$ cat src/rtl/conv_bank_scheduler_pkg.sv
// conv_bank_scheduler_pkg
// Shared definitions for the ping-pong feature-map bank scheduler:
//   - bank state encodings (EMPTY/WRITING/FULL/READING)
//   - number of banks (NBANK)
//   - enum view of the bank state used by the per-bank FSM
package conv_bank_scheduler_pkg;

  localparam int NBANK = 2;

  typedef logic [1:0] bank_state_t;

  localparam bank_state_t EMPTY   = 2'b00;
  localparam bank_state_t WRITING = 2'b01;
  localparam bank_state_t FULL    = 2'b10;
  localparam bank_state_t READING = 2'b11;

  typedef enum logic [1:0] {
    BANK_EMPTY   = EMPTY,
    BANK_WRITING = WRITING,
    BANK_FULL    = FULL,
    BANK_READING = READING
  } bank_state_e;

endpackage

$ cat src/rtl/conv_bank_scheduler_bank_state_fsm.sv
// bank_state_fsm
// Lifecycle tracker for one feature-map bank. Only the legal ring
// EMPTY -> WRITING -> FULL -> READING -> EMPTY is ever taken; any strobe
// that does not match the current state is ignored.
// Ports:
//   clk        in   clock, state on rising edge
//   rst_n      in   asynchronous active-low reset
//   clr        in   synchronous clear back to EMPTY, highest priority
//   start_wr   in   write grant issued for this bank
//   done_wr    in   write of this bank finished
//   start_rd   in   read grant issued for this bank
//   done_rd    in   read of this bank finished
//   state      out  registered bank state
//   state_next out  state the bank takes at the next edge
module bank_state_fsm
  import conv_bank_scheduler_pkg::*;
(
  input  logic       clk,
  input  logic       rst_n,
  input  logic       clr,
  input  logic       start_wr,
  input  logic       done_wr,
  input  logic       start_rd,
  input  logic       done_rd,
  output logic [1:0] state,
  output logic [1:0] state_next
);

  bank_state_e state_reg;
  bank_state_e state_nxt;

  always_ff @(posedge clk or negedge rst_n) begin
    if (!rst_n) begin
      state_reg <= BANK_EMPTY;
    end else begin
      state_reg <= state_nxt;
    end
  end

  always_comb begin
    state_nxt = state_reg;
    if (clr) begin
      state_nxt = BANK_EMPTY;
    end else begin
      case (state_reg)
        BANK_EMPTY:   if (start_wr) state_nxt = BANK_WRITING;
        BANK_WRITING: if (done_wr)  state_nxt = BANK_FULL;
        BANK_FULL:    if (start_rd) state_nxt = BANK_READING;
        BANK_READING: if (done_rd)  state_nxt = BANK_EMPTY;
        default:                    state_nxt = BANK_EMPTY;
      endcase
    end
  end

  assign state      = state_reg;
  assign state_next = state_nxt;

endmodule

$ cat src/rtl/conv_bank_scheduler.sv
// conv_bank_scheduler
// Ping-pong scheduler for two feature-map RAM banks. The write side and the
// read side each get exclusive use of one bank; frames strictly alternate
// 0,1,0,1,... on both sides. oRD_CLR pulses with every new read grant so the
// read controller's nested counters restart per frame.
// Ports:
//   iCLK       in   clock
//   iRSTn      in   asynchronous active-low reset
//   iCLR       in   synchronous clear, same effect as reset, highest priority
//   iWR_REQ    in   write side requests a bank (level)
//   iWR_DONE   in   pulse: granted write bank fully written
//   oWR_GNT    out  write side owns bank oWR_SEL
//   oWR_SEL    out  bank granted to write side
//   iRD_REQ    in   read side requests a bank (level)
//   iRD_DONE   in   pulse: read of granted bank finished
//   oRD_GNT    out  read side owns bank oRD_SEL
//   oRD_SEL    out  bank granted to read side
//   oRD_CLR    out  one-cycle pulse coincident with oRD_GNT rising
//   oFULL      out  both banks FULL
//   oEMPTY     out  both banks EMPTY
//   oFRAME_CNT out  frames consumed, modulo 2^FCW
//   oERR       out  sticky protocol error (DONE without a grant)
module conv_bank_scheduler
  import conv_bank_scheduler_pkg::*;
#(
  parameter int FCW = 8
) (
  input  logic           iCLK,
  input  logic           iRSTn,
  input  logic           iCLR,
  input  logic           iWR_REQ,
  input  logic           iWR_DONE,
  output logic           oWR_GNT,
  output logic           oWR_SEL,
  input  logic           iRD_REQ,
  input  logic           iRD_DONE,
  output logic           oRD_GNT,
  output logic           oRD_SEL,
  output logic           oRD_CLR,
  output logic           oFULL,
  output logic           oEMPTY,
  output logic [FCW-1:0] oFRAME_CNT,
  output logic           oERR
);

  logic [1:0] bank_state [NBANK];
  logic [1:0] bank_next  [NBANK];

  logic           wr_ptr_reg;
  logic           rd_ptr_reg;
  logic           wr_gnt_reg;
  logic           wr_sel_reg;
  logic           rd_gnt_reg;
  logic           rd_sel_reg;
  logic           rd_clr_reg;
  logic           full_reg;
  logic           empty_reg;
  logic [FCW-1:0] frame_cnt_reg;
  logic           err_reg;

  logic wr_start;
  logic wr_done;
  logic rd_start;
  logic rd_done;
  logic wr_err;
  logic rd_err;
  logic full_next;
  logic empty_next;

  // Eligibility looks only at registered bank state, so a bank released at
  // one edge can be granted to the other side no earlier than the next edge.
  assign wr_start = ~iCLR & ~wr_gnt_reg & iWR_REQ & (bank_state[wr_ptr_reg] == EMPTY);
  assign rd_start = ~iCLR & ~rd_gnt_reg & iRD_REQ & (bank_state[rd_ptr_reg] == FULL);
  assign wr_done  = ~iCLR & iWR_DONE & wr_gnt_reg;
  assign rd_done  = ~iCLR & iRD_DONE & rd_gnt_reg;
  assign wr_err   = iWR_DONE & ~wr_gnt_reg;
  assign rd_err   = iRD_DONE & ~rd_gnt_reg;

  // Completions are routed by the granted select, which equals the pointer
  // for the whole grant; start and done on one side are mutually exclusive.
  generate
    for (genvar gi = 0; gi < NBANK; gi++) begin : g_bank
      bank_state_fsm u_bank (
        .clk        (iCLK),
        .rst_n      (iRSTn),
        .clr        (iCLR),
        .start_wr   (wr_start && (wr_ptr_reg == 1'(gi))),
        .done_wr    (wr_done  && (wr_sel_reg == 1'(gi))),
        .start_rd   (rd_start && (rd_ptr_reg == 1'(gi))),
        .done_rd    (rd_done  && (rd_sel_reg == 1'(gi))),
        .state      (bank_state[gi]),
        .state_next (bank_next[gi])
      );
    end
  endgenerate

  always_comb begin
    full_next  = 1'b1;
    empty_next = 1'b1;
    for (int i = 0; i < NBANK; i++) begin
      if (bank_next[i] != FULL)  full_next  = 1'b0;
      if (bank_next[i] != EMPTY) empty_next = 1'b0;
    end
  end

  always_ff @(posedge iCLK or negedge iRSTn) begin
    if (!iRSTn) begin
      wr_ptr_reg    <= 1'b0;
      rd_ptr_reg    <= 1'b0;
      wr_gnt_reg    <= 1'b0;
      wr_sel_reg    <= 1'b0;
      rd_gnt_reg    <= 1'b0;
      rd_sel_reg    <= 1'b0;
      rd_clr_reg    <= 1'b0;
      full_reg      <= 1'b0;
      empty_reg     <= 1'b1;
      frame_cnt_reg <= '0;
      err_reg       <= 1'b0;
    end else if (iCLR) begin
      wr_ptr_reg    <= 1'b0;
      rd_ptr_reg    <= 1'b0;
      wr_gnt_reg    <= 1'b0;
      wr_sel_reg    <= 1'b0;
      rd_gnt_reg    <= 1'b0;
      rd_sel_reg    <= 1'b0;
      rd_clr_reg    <= 1'b0;
      full_reg      <= 1'b0;
      empty_reg     <= 1'b1;
      frame_cnt_reg <= '0;
      err_reg       <= 1'b0;
    end else begin
      if (wr_start) begin
        wr_gnt_reg <= 1'b1;
        wr_sel_reg <= wr_ptr_reg;
      end
      if (wr_done) begin
        wr_gnt_reg <= 1'b0;
        wr_ptr_reg <= ~wr_ptr_reg;
      end
      if (rd_start) begin
        rd_gnt_reg <= 1'b1;
        rd_sel_reg <= rd_ptr_reg;
      end
      if (rd_done) begin
        rd_gnt_reg    <= 1'b0;
        rd_ptr_reg    <= ~rd_ptr_reg;
        frame_cnt_reg <= frame_cnt_reg + FCW'(1);
      end
      rd_clr_reg <= rd_start;
      full_reg   <= full_next;
      empty_reg  <= empty_next;
      err_reg    <= err_reg | wr_err | rd_err;
    end
  end

  assign oWR_GNT    = wr_gnt_reg;
  assign oWR_SEL    = wr_sel_reg;
  assign oRD_GNT    = rd_gnt_reg;
  assign oRD_SEL    = rd_sel_reg;
  assign oRD_CLR    = rd_clr_reg;
  assign oFULL      = full_reg;
  assign oEMPTY     = empty_reg;
  assign oFRAME_CNT = frame_cnt_reg;
  assign oERR       = err_reg;

endmodule

$ cat config.mk
export PLATFORM = sky130hd
export DESIGN_NAME = conv_bank_scheduler
export DESIGN_NICKNAME = d
export VERILOG_FILES = /design/src/rtl/conv_bank_scheduler_pkg.sv /design/src/rtl/conv_bank_scheduler_bank_state_fsm.sv /design/src/rtl/conv_bank_scheduler.sv
export SDC_FILE = /design/constraint.sdc
export NUM_CORES = 1
export LEC_CHECK = 0
export ABC_AREA = 0
export BUFFER_PORTS_ARGS = -buffer_cell sky130_fd_sc_hd__buf_4
export CORE_MARGIN = 3
export CORE_UTILIZATION = 57
export CTS_BUF_LIST = sky130_fd_sc_hd__clkbuf_4 sky130_fd_sc_hd__clkbuf_8
export CTS_CLUSTER_SIZE = 8
export DETAILED_ROUTE_END_ITERATION = 7
export PLACE_DENSITY_LB_ADDON = 0.1
export SYNTH_ARGS = -nofsm -noshare
export SYNTH_HDL_FRONTEND = slang
export SYNTH_SLANG_ARGS = --single-unit
$ cat constraint.sdc
create_clock -name iCLK -period 2.7 [get_ports iCLK]
set_clock_uncertainty 0.15 [all_clocks]
set_input_delay 0.54 -clock iCLK [delete_from_list [all_inputs] [get_ports iCLK]]
set_output_delay 0.54 -clock iCLK [all_outputs]
set_load 0.01 [all_outputs]
==> impl_metrics.ini <==
[floorplan]
ios = 23
placementRows = 15
coreArea_mm2 = 0.001821
die_h_um = 51.06
initial_utilization_pct = 63.57
die-area_mm2 = 0.002607
die_width_um = 51.06

[global_routing]
grt_util_met2_pct = 30.04
use_met3_pct = 3.499
busiest_layer = met2
track_usage_pct = 20.01
grt-ovfl-total = 0
use_met1_pct = 29.52
grt_pass1_vias = 867
antenna_found_initial = 0
grt_pass1_wl_um = 3967
grt_max_degree = 26

[job]
maxCapViolations = 0

[timing]
setup_violations = 0
period_share_pct = 64.91
fin_crit_ns = 1.753
fmax_mhz = 570.6
grt_setup_unrepaired = false
hold_slack_ns = 0.3699
final.setup.worst_slack_ns = 0.9475
worstMarginPinSlew_ns = 0.3708
drv_slew = 0
slew_headroom_pct = 75.06
finalSetupTns_ns = 0
hold_violations = 0

[clock_tree]
cts-resized-gates = 0
root_buffer = clkbuf_4
path_clk_slew_ns = 0.12
insertion_delay_ns = 0.30
cts_made_buffers = 3
clk_path_buf_depth = 2
ctsHtreeMaxLevel = 1
clock_sinks = 22
cts_tree = built

[cells_and_area]
nFillCells = 135
n_antenna_cell = 0
final_area_mm2 = 0.001356
nets = 143
regArea_um2 = 551.8
largest_register_ffs = 8
multi_input_area_um2 = 553.0
area_delta_synth_final_pct = 17.19
layout-drive-gt1-share_pct = 29.10

[detailed_routing]
viasPerCell = 5.667
dr.first_iter.drc_count = 20
ant_nets = 0
first_pass_iters = 4
drc = 0
vias = 901
wl_per_cell_um = 13.94
routed_wl_um = 2217

[yosys]
synth_area_per_cell_um2 = 10.33
ys_warn_count = 0
ys_seq_area_share_pct = 47.68
synth.ff_latch_count = 22
ys.flop_type = dfrtp_1
synth.distinct_cells = 38
async_reset_ff_share_pct = 100.0
synth_nets = 120
synth-edff-count = 0
syn-instance-count = 112
synthesis.area_mm2 = 0.001157

[placed_design]
gp_congestion = 0.8644
place_area_mm2 = 0.001316
io_buffers = 22
place_hpwl_um = 1616
dp_slack_ns = 0.7591

[power_and_ir_drop]
share_seq_of_total_power_pct = 61.1
internal-power_uw = 430.3
leakage_uw = 0.0005832
switchingPower_uw = 135.0
swShare_pct = 23.87
power_frac_comb_pct = 9.9
ir_drop_uv = 312.6
p_per_area_mw_per_mm2 = 416.8
clkPwrFrac_pct = 29.0

[setup_path]
crit_family = flip-flops
rr_endpoint = oFULL$_DFF_PN0_
worstPathArrival_ns = 1.06
slowest_delay_ns = 0.57
critPathBufInv = 1
worstPathRequired_ns = 2.01
startpoint = oRD_GNT$_DFFE_PN0P_
reg2reg_depth = 4
crit_fanout = 9
worstSetupStartpointType = register
ff2ff_setup_slack_ns = 1.00
crit_type = register to output port
crit_chain = buf_4
critPathCaptureType = output port
reg2reg_from = oRD_GNT$_DFFE_PN0P_
slowest_stage = dfrtp_1

[worst_hold_path]
hold-path-endpoint = oERR$_DFF_PN0_
hp-start = iWR_DONE
hp-class = input port to register
worst_hold_path.num_cells = 3

[run_status]
status = complete, no violations
-- layer usage --
layer  share of wire [%]  up-vias
met4                0.68        0
met5                   0        -
met1                  48      425
met2                  45       35
li1                    -      439
met3                 6.4        2
-- metrics by stage --
stage          utilization [%]  instances  total power (uW)
2_1_floorplan                -        112             378.7
3_3_place_gp             72.30        154             404.9
3_5_place_dp             72.30        154             406.6
4_1_cts                  74.50        159             570.2
5_1_grt                  74.50        159             588.1
6_report                 74.50        159             565.3
-- cell type report --
class,count,share of cell area (%)
multi-input cells,81,40.77
inverters,4,1.107
flip-flops and latches,22,40.68
clock buffers,4,2.214
repair buffers,23,12.92
well taps,25,2.306
-- placed cells by master (no fill, tap or decap), drive strengths merged, types with 4 or more instances in the layout --
master,netlist,routed
inv,4,4
nor2,14,14
dfrtp,21,21
nor3,6,6
a21oi,5,5
xor2,4,4
nand3,4,4
buf,4,22
clkbuf,1,4
xnor2,4,4
o21ai,4,4
nand2,10,10
-- synth_stat cells, types with 2 or more instances --
cell type / count / area [um2]
dfrtp_1: 21 / 525.5
nor2_1: 14 / 52.55
nand2_1: 10 / 37.54
a21oi_1: 5 / 25.02
nor3_1: 5 / 25.02
inv_1: 4 / 15.01
nand3_1: 4 / 20.02
xnor2_1: 4 / 35.03
xor2_1: 4 / 35.03
nand3b_1: 3 / 22.52
nand4_1: 3 / 18.77
o21ai_0: 3 / 15.01
a311oi_2: 2 / 30.03
buf_2: 2 / 10.01
buf_6: 2 / 22.52
nand2b_1: 2 / 12.51
nor4_2: 2 / 25.02
o21a_1: 2 / 15.01
-- how the worst max path moves through the flow --
stage	end	cells after the start	slack, ns
floorplan	oFULL$_DFF_PN0_	4	1.12
global placement	oFULL$_DFF_PN0_	5	0.83
detailed placement	oFULL$_DFF_PN0_	5	0.76
CTS	oRD_GNT	1	0.95
global route	oRD_GNT	1	0.91
finish	oRD_GNT	1	0.95
-- repair_timing --
item,CTS,global route
hold buffers,1,0
buffers inserted,0,0
endpoints found under the hold margin,21,0
setup endpoints to repair,0,0
-- cell families after synthesis --
logic type               Yosys count  share of synthesized area, %
flip-flops                        22                         47.68
buffers and inverters              9                         4.540
AND/OR/NAND/NOR                   52                         25.73
XOR/XNOR                           8                         6.053
adder cells (fa/ha/maj)            1                         1.081
AO/OA/AOI/OAI                     20                         14.92
-- power groups by stage --
stage,combinational (uW),clock (uW),sequential [uW]
6_report,55.8,164,346
3_3_place_gp,53.5,0,351
3_5_place_dp,55.1,0,352
2_1_floorplan,26.8,0,352
4_1_cts,56.5,168,345
5_1_grt,62.2,179,347
(Power assumes the default switching activity.)
